`src/rtl/neuron_pkg.sv`:
```
// neuron_pkg: shared neuron-datapath types, default widths and accumulator width helper.
package neuron_pkg;

    typedef enum logic {ACCUM, HOLD} accum_state_e;

    localparam int NEURON_IN_W      = 17;
    localparam int NEURON_BIAS_W    = 8;
    localparam int NEURON_NUM_TERMS = 4;
    localparam int NEURON_OUT_W     = 18;

    // Wide enough for NUM_TERMS terms plus the bias without wrapping.
    function automatic int acc_width(input int in_w, input int bias_w, input int n);
        return ((in_w > bias_w) ? in_w : bias_w) + $clog2(n + 1);
    endfunction

endpackage

```
`src/rtl/neuron_accum_sat_narrow.sv`:
```
// sat_narrow: combinational ACC_W->OUT_W signed reduction with overflow flag.
// Ports: acc_i (full-precision value), sum_o (narrowed value), ovf_o (value not representable).
// NEURON_ACCUM_SATURATE_EN: clamp on overflow instead of two's-complement wrap.
module sat_narrow #(
    parameter int ACC_W = 20,
    parameter int OUT_W = 18
) (
    input  logic signed [ACC_W-1:0] acc_i,
    output logic signed [OUT_W-1:0] sum_o,
    output logic                    ovf_o
);
    if (ACC_W > OUT_W) begin : g_narrow
        // Representable only when every bit from the OUT_W sign bit upward agrees.
        logic [ACC_W-OUT_W:0] top;
        assign top   = acc_i[ACC_W-1:OUT_W-1];
        assign ovf_o = !(&top || ~|top);
`ifdef NEURON_ACCUM_SATURATE_EN
        assign sum_o = !ovf_o        ? acc_i[OUT_W-1:0] :
                       acc_i[ACC_W-1] ? {1'b1, {(OUT_W-1){1'b0}}} :
                                        {1'b0, {(OUT_W-1){1'b1}}};
`else
        assign sum_o = acc_i[OUT_W-1:0];
`endif
    end else begin : g_wide
        assign sum_o = OUT_W'(acc_i);
        assign ovf_o = 1'b0;
    end
endmodule

```
`src/rtl/neuron_accum.sv`:
```
// neuron_accum: NUM_TERMS-term signed accumulator with bias, registered narrowed sum and overflow flag.
// Ports: clk, rst_n (async active-low), clr (sync frame abort),
//        in_valid/in_ready/in_data/bias (term stream, bias taken on first beat),
//        out_valid/out_ready/out_sum/out_ovf (held result).
// NEURON_ACCUM_SATURATE_EN selects clamping in sat_narrow; out_ovf is unaffected.
module neuron_accum
    import neuron_pkg::*;
#(
    parameter int IN_W      = NEURON_IN_W,
    parameter int BIAS_W    = NEURON_BIAS_W,
    parameter int NUM_TERMS = NEURON_NUM_TERMS,
    parameter int OUT_W     = NEURON_OUT_W
) (
    input  logic                     clk,
    input  logic                     rst_n,
    input  logic                     clr,
    input  logic                     in_valid,
    output logic                     in_ready,
    input  logic signed [IN_W-1:0]   in_data,
    input  logic signed [BIAS_W-1:0] bias,
    output logic                     out_valid,
    input  logic                     out_ready,
    output logic signed [OUT_W-1:0]  out_sum,
    output logic                     out_ovf
);
    localparam int ACC_W = acc_width(IN_W, BIAS_W, NUM_TERMS);
    localparam int CNT_W = (NUM_TERMS > 1) ? $clog2(NUM_TERMS) : 1;
    localparam logic [CNT_W-1:0] LAST = CNT_W'(NUM_TERMS - 1);

    if (NUM_TERMS < 1) begin : g_bad_num_terms
        $error("neuron_accum: NUM_TERMS must be >= 1");
    end

    accum_state_e             state_q, state_d;
    logic [CNT_W-1:0]         cnt_q, cnt_d;
    logic signed [ACC_W-1:0]  acc_q, acc_d;
    logic                     out_valid_q, out_valid_d;
    logic signed [OUT_W-1:0]  out_sum_q, out_sum_d;
    logic                     out_ovf_q, out_ovf_d;
    logic                     beat, last;
    logic signed [ACC_W-1:0]  acc_sum;
    logic signed [OUT_W-1:0]  nar_sum;
    logic                     nar_ovf;

    assign beat    = in_valid && in_ready;
    assign last    = beat && (cnt_q == LAST);
    // The first beat seeds the accumulator with the bias instead of the stale sum.
    assign acc_sum = ((cnt_q == '0) ? ACC_W'(bias) : acc_q) + ACC_W'(in_data);

    sat_narrow #(.ACC_W(ACC_W), .OUT_W(OUT_W)) u_sat_narrow (
        .acc_i (acc_sum),
        .sum_o (nar_sum),
        .ovf_o (nar_ovf)
    );

    always_ff @(posedge clk or negedge rst_n) begin
        if (!rst_n) begin
            state_q     <= ACCUM;
            cnt_q       <= '0;
            acc_q       <= '0;
            out_valid_q <= 1'b0;
            out_sum_q   <= '0;
            out_ovf_q   <= 1'b0;
        end else begin
            state_q     <= state_d;
            cnt_q       <= cnt_d;
            acc_q       <= acc_d;
            out_valid_q <= out_valid_d;
            out_sum_q   <= out_sum_d;
            out_ovf_q   <= out_ovf_d;
        end
    end

    // HOLD always has out_valid set, so out_ready alone completes the handshake.
    always_comb begin
        state_d     = clr ? ACCUM :
                      (state_q == ACCUM) ? (last ? HOLD : ACCUM) :
                      (out_ready ? ACCUM : HOLD);
        cnt_d       = clr ? '0 : beat ? (last ? '0 : cnt_q + CNT_W'(1)) : cnt_q;
        acc_d       = clr ? '0 : beat ? acc_sum : acc_q;
        out_valid_d = clr ? 1'b0 : last ? 1'b1 : (out_valid_q && out_ready) ? 1'b0 : out_valid_q;
        out_sum_d   = (last && !clr) ? nar_sum : out_sum_q;
        out_ovf_d   = (last && !clr) ? nar_ovf : out_ovf_q;
    end

    always_comb begin
        in_ready  = (state_q == ACCUM);
        out_valid = out_valid_q;
        out_sum   = out_sum_q;
        out_ovf   = out_ovf_q;
    end
endmodule

```
`config.mk`:
```
export PLATFORM = sky130hd
export DESIGN_NAME = neuron_accum
export DESIGN_NICKNAME = d
export VERILOG_FILES = /design/src/rtl/neuron_pkg.sv /design/src/rtl/neuron_accum_sat_narrow.sv /design/src/rtl/neuron_accum.sv
export SDC_FILE = /design/constraint.sdc
export NUM_CORES = 1
export LEC_CHECK = 0
export ABC_AREA = 1
export CORE_MARGIN = 5
export CORE_UTILIZATION = 31
export CTS_CLUSTER_SIZE = 30
export DETAILED_ROUTE_END_ITERATION = 10
export SYNTH_ARGS = -nofsm -noshare
export SYNTH_HDL_FRONTEND = slang
export SYNTH_SLANG_ARGS = --single-unit
export TNS_END_PERCENT = 100
```
`constraint.sdc`:
```
create_clock -name clk -period 4.77 [get_ports clk]
set_input_delay 0.954 -clock clk [delete_from_list [all_inputs] [get_ports clk]]
set_output_delay 0.954 -clock clk [all_outputs]
set_load 0.05 [all_outputs]
```
Word level (Yosys, flattened, before mapping):

Cells that the tools add are included.

* bits in registers: 43
* word-level logic and storage cells: 36
* output and inout bits: 21
* bits of input ports: 30

* bitwise gates (word level): 1
* reductions and logical operators: 13
* $add $sub $neg: 2
* multiplexer cells: 13
* eq/ne operators: 1

Operators by type and width (number)
* 20-bit 2-to-1 mux: 3
* 20-bit by 17-bit adder with 20-bit output: 1
* 1-bit 2-to-1 mux: 7
* 2-bit 2-to-1 mux: 3
* 1-bit logical AND: 4
* 1-bit logical NOT: 3
* 3-bit AND reduction: 1
* 3-bit nonzero test: 1
* 3-bit OR reduction: 1
* 2-bit by 1-bit adder with 2-bit output, second input constant: 1
* 2-bit equality test, second input constant: 1
* 2-bit logical NOT: 1
* 2-bit nonzero test: 1
* 1-bit logical OR: 1
* 1-bit inverter: 1

Logic depth before layout (Yosys ltp):

* word-level depth: 7
* mapped depth: 20
* mapped depth without buffers: 18

Cells and area by module:

A second synthesis with hierarchy kept.

* cells, all modules: 439
* area total of the unflattened synthesis: 3270.6 µm²

Modules (own cells, without submodules)
* neuron_accum: area each 3115.5 µm², seq. area each 1076.0 µm², cells an instance 416, instances 1
* sat_narrow: area each 155.1 µm², seq. area each 0.0 µm², cells an instance 23, instances 1

Least setup slack after synthesis:

OpenSTA, ideal clock, no wires.

* path type: input to register
* start: input port bias[7]
* end: register acc_q[13]
* library setup time: 0.124 ns
* slack: 1.972 ns
* data arrival time: 2.674 ns
* cell stages on the path: 14
* buffers on the path: 1
* path through: inv_1 nand2_1 inv_1 clkbuf_1 a21oi_1 ha_1 nand2_2 inv_2 a21oi_1 nand3_2 a21o_1 or2_1 nand3_1 o21ai_1

* word-level cells in the longest chain between the ends: 4

Ends and longest elaborated chain
* start, declared: RTL line neuron_accum.sv:20 `input logic signed [BIAS_W-1:0] bias,`
* 20-bit 2-to-1 mux: RTL line neuron_accum.sv:48 `assign acc_sum = ((cnt_q == '0) ? ACC_W'(bias) : acc_q) + ACC_W'(in_data);`
* 20-bit by 17-bit adder with 20-bit output: RTL line neuron_accum.sv:48
* 20-bit 2-to-1 mux (2 in a row): RTL line neuron_accum.sv:80 `acc_d = clr ? '0 : beat ? acc_sum : acc_q;`
* end signal, assigned: RTL line neuron_accum.sv:60 `acc_q <= '0;`
* end signal, assigned: RTL line neuron_accum.sv:67 `acc_q <= acc_d;`
* end, declared: RTL line neuron_accum.sv:36 `logic signed [ACC_W-1:0] acc_q, acc_d;`

Every way passes these cells. The select of a mux whose other input is x is not followed.
A chain may end at the register's enable or synchronous reset.

Worst setup path after layout:

* start: register cnt_q[0]
* end: register out_ovf_q (netlist: out_ovf)

* word-level cells in the longest chain between the ends: 7
* elaborated cells between the ends (all ways): 11
* classes of those cells: add/sub: 1; eq/ne: 1; mux: 1; reduce/logical: 8

Ends and longest elaborated chain
* start, declared: RTL line neuron_accum.sv:35 `logic [CNT_W-1:0] cnt_q, cnt_d;`
* start signal, assigned: RTL line neuron_accum.sv:66 `cnt_q <= cnt_d;`
* 2-bit logical NOT: RTL line neuron_accum.sv:48
* 20-bit 2-to-1 mux: RTL line neuron_accum.sv:48
* 20-bit by 17-bit adder with 20-bit output: RTL line neuron_accum.sv:48
* 3-bit OR reduction: RTL line neuron_accum_sat_narrow.sv:16 `assign ovf_o = !(&top || ~|top);`
* 1-bit logical NOT: RTL line neuron_accum_sat_narrow.sv:16
* 1-bit logical OR: RTL line neuron_accum_sat_narrow.sv:16
* 1-bit logical NOT: RTL line neuron_accum_sat_narrow.sv:16
* end signal, assigned: RTL line neuron_accum.sv:70 `out_ovf_q <= out_ovf_d;`
* end, declared: RTL line neuron_accum.sv:39 `logic out_ovf_q, out_ovf_d;`

Parallel ways exist; a longest one is shown, timed or not.

==> impl_metrics.yaml <==
status:
  outcome: "completed"
timing:
  finalCritPeriodShare_pct: 67.9
  setup_ws_ns: 1.53
  drv_slew: 0
  final_hold_viol_count: 0
  worst_pin_slew_ns: 0.925
  finClkSkew_ns: 0.0129
  grt_setup_unrepaired: "no"
  fmax_mhz: 309
  min_period_ns: 3.24
  tns_ns: 0
  setup_viol: 0
  slew_headroom_pct: 38.3
routing:
  first_pass_iters: 4
  post_drt_wl_per_cell_um: 13.3
  wirelength_met1_um: 3850
  wl_met2_um: 3580
  drc_errors: 0
  drt_iter0_drc: 148
  vias: 2797
  via_per_inst: 4.73
  highest_layer: "met4"
  wl_met3_um: 300
  wirelength_um: 7870
  ant_nets: 0
finish:
  final_nets: 513
  antenna_cells: 0
  fin_cells: 591
  syn_to_final_growth_pct: 24.7
  final_util_pct: 40.0
  drive_gt1_share_pct: 8.01
  layout.cells.most_common: "nand2_1"
  layout_common_cells: "128 x nand2_1, 49 x clkdlybuf4s50_1, 47 x inv_1"
  fillers: 975
setup_path:
  critPathKind: "reg2reg"
  cp_max_fo: 21
  required_ns: 4.95
  rr_endpoint: "out_ovf"
  critPathArrivalTime_ns: 3.42
  rr_startpoint: "cnt_q[0]"
  end_kind: "flip-flop"
  r2r_slack_ns: 1.53
  critPathLaunchType: "flip-flop"
  reg2regPathDepth: 17
hold_path:
  hold_end: "out_sum[16]"
  hold_depth: 2
  min_from: "out_sum[16]"
  hp-class: "reg2reg"
pwr:
  internal_power_uw: 892
  pwr-share-comb_pct: 51.7
  power_switching_uw: 701
  power_frac_seq_pct: 30.0
  power.share.clock_pct: 18.3
  p_sw_share_pct: 44.0
  cellPowerDensity_mw_per_mm2: 426
  power_leakage_uw: 0.00184
  ir_worst_vdd_mv: 0.128
floorplan:
  io_pins: 51
  die_h_um: 108
  die_area_mm2: 0.0117
  start_util_pct: 32.1
  rows: 35
  coreArea_mm2: 0.00933
  dieWidth_um: 108
synth:
  synth_seq_cells: 43
  netlist-cell-type-count: 31
  yosys_warnings: 0
  syn-num-nets: 464
  yosys_most_used_dff: "dfrtp_1"
  postSynthCellCount: 412
  syn_area_mm2: 0.00299
  syn_area_per_cell_um2: 7.27
  synth_edf_count: 0
  seq_area_frac_synth_pct: 35.9
  synthArstFlopShare_pct: 100
cts:
  cts_buffer_depth: 2
  insertion_delay_ns: 0.30
  clk_pin_slew_ns: 0.09
  htree_levels: 2
  cts_tree: "yes"
  clock-sinks: 43
  cts-resized-gates: 0
  cts-root-buf: "clkbuf_8"
  cts_hold_buf: 0
  cts_setup_buffers: 0
  cts_made_buffers: 5
global_route:
  grt_pass1_wl_um: 12900
  antenna_found_initial: 0
  grt.overflow.total: 0
  grt_pass1_vias: 2723
  grtUsageTotal_pct: 13.8
  grt_max_degree: 44
placed_design:
  routabilityCongestion: 0.899
  numPlacedInstances: 583
  dpl_worst_slack_ns: 1.31
  hpwl_um: 6270
  port_buffers: 50
job:
  drv_cap: 0
through the flow:
stage / instance area [um2] / hold WS [ns] / total power, uW
global placement: 3620 / 0.463 / 1300
floorplan: 2990 / 0.450 / 1060
finish: 3730 / 0.487 / 1590
detailed placement: 3620 / 0.471 / 1300
CTS: 3730 / 0.493 / 1600
global route: 3730 / 0.517 / 1700
critical path, stage by stage (launching register included):
cell,delay [ns]
dfrtp_1,0.40
inv_1,0.09
ha_1,0.60
nand2_1,0.15
inv_1,0.29
a21oi_1,0.08
ha_1,0.37
nand2_1,0.12
nor2_1,0.17
nand4_1,0.12
nand3_2,0.16
nand2_2,0.08
nand2_1,0.09
nand2_1,0.05
nand2_1,0.11
nand3_1,0.08
nand3_1,0.08
nand2_1,0.05
cells by family after synthesis:
| family | synth area share (%) |
|---|---|
| flops | 35.9 |
| xor+xnor | 3.51 |
| compound gates | 12.7 |
| fa+ha+maj | 9.44 |
| simple gates | 30.1 |
| buf+inv | 8.27 |
routing by layer:
layer	vias to the layer above	global-route usage, %
met5	-	0
met4	0	4.24
met3	11	1.49
met2	65	21.8
met1	1290	19.7
li1	1431	-
power by group through the flow:
| stage | registers (uW) | logic (uW) | clock network (uW) |
|---|---|---|---|
| 2_1_floorplan | 640 | 418 | 0 |
| 3_3_place_gp | 483 | 813 | 0 |
| 3_5_place_dp | 485 | 819 | 0 |
| 4_1_cts | 479 | 823 | 295 |
| 5_1_grt | 488 | 905 | 309 |
| 6_report | 478 | 823 | 292 |
synthesized netlist by cell type, drive strengths merged (4+ instances only):
library cell    n  area share (%)
nand2         132              17
nand4           6             1.3
o21ai          27             4.5
inv            57             7.1
ha             21             8.8
a21oi          24             4.3
xor2            4             1.2
dfrtp          43              36
nor2           24             3.9
xnor2           8             2.3
nand3          30             5.9
o22ai          13             2.7
clkbuf          5            0.63
cell type report:
| type | instances | area (um2) | area share, % |
|---|---|---|---|
| clock buffer | 6 | 82.6 | 2.21 |
| multi-input combinational | 304 | 1670 | 44.7 |
| sequential | 43 | 1080 | 28.8 |
| inverter | 57 | 214 | 5.73 |
| tap | 129 | 161 | 4.32 |
| timing repair buffer | 50 | 495 | 13.3 |
| clock inverter | 2 | 35.0 | 0.938 |
how the worst max path moves through the flow:
stage	startpoint	end	slack [ns]	cells past startpoint
global placement	bias[7]	out_ovf	1.33	17
detailed placement	bias[7]	out_ovf	1.31	17
CTS	cnt_q[0]	out_ovf	1.53	17
global route	cnt_q[0]	out_ovf	1.13	17
finish	cnt_q[0]	out_ovf	1.53	17
floorplan	bias[7]	acc_q[13]	1.97	14
state kept, by name (all words and copies together), names as in the netlist:
name       count
out_sum       18
out_ovf        1
cnt_q          2
acc_q         20
out_valid      1
state_q        1
Note: power is estimated with default switching activity, not from simulation.
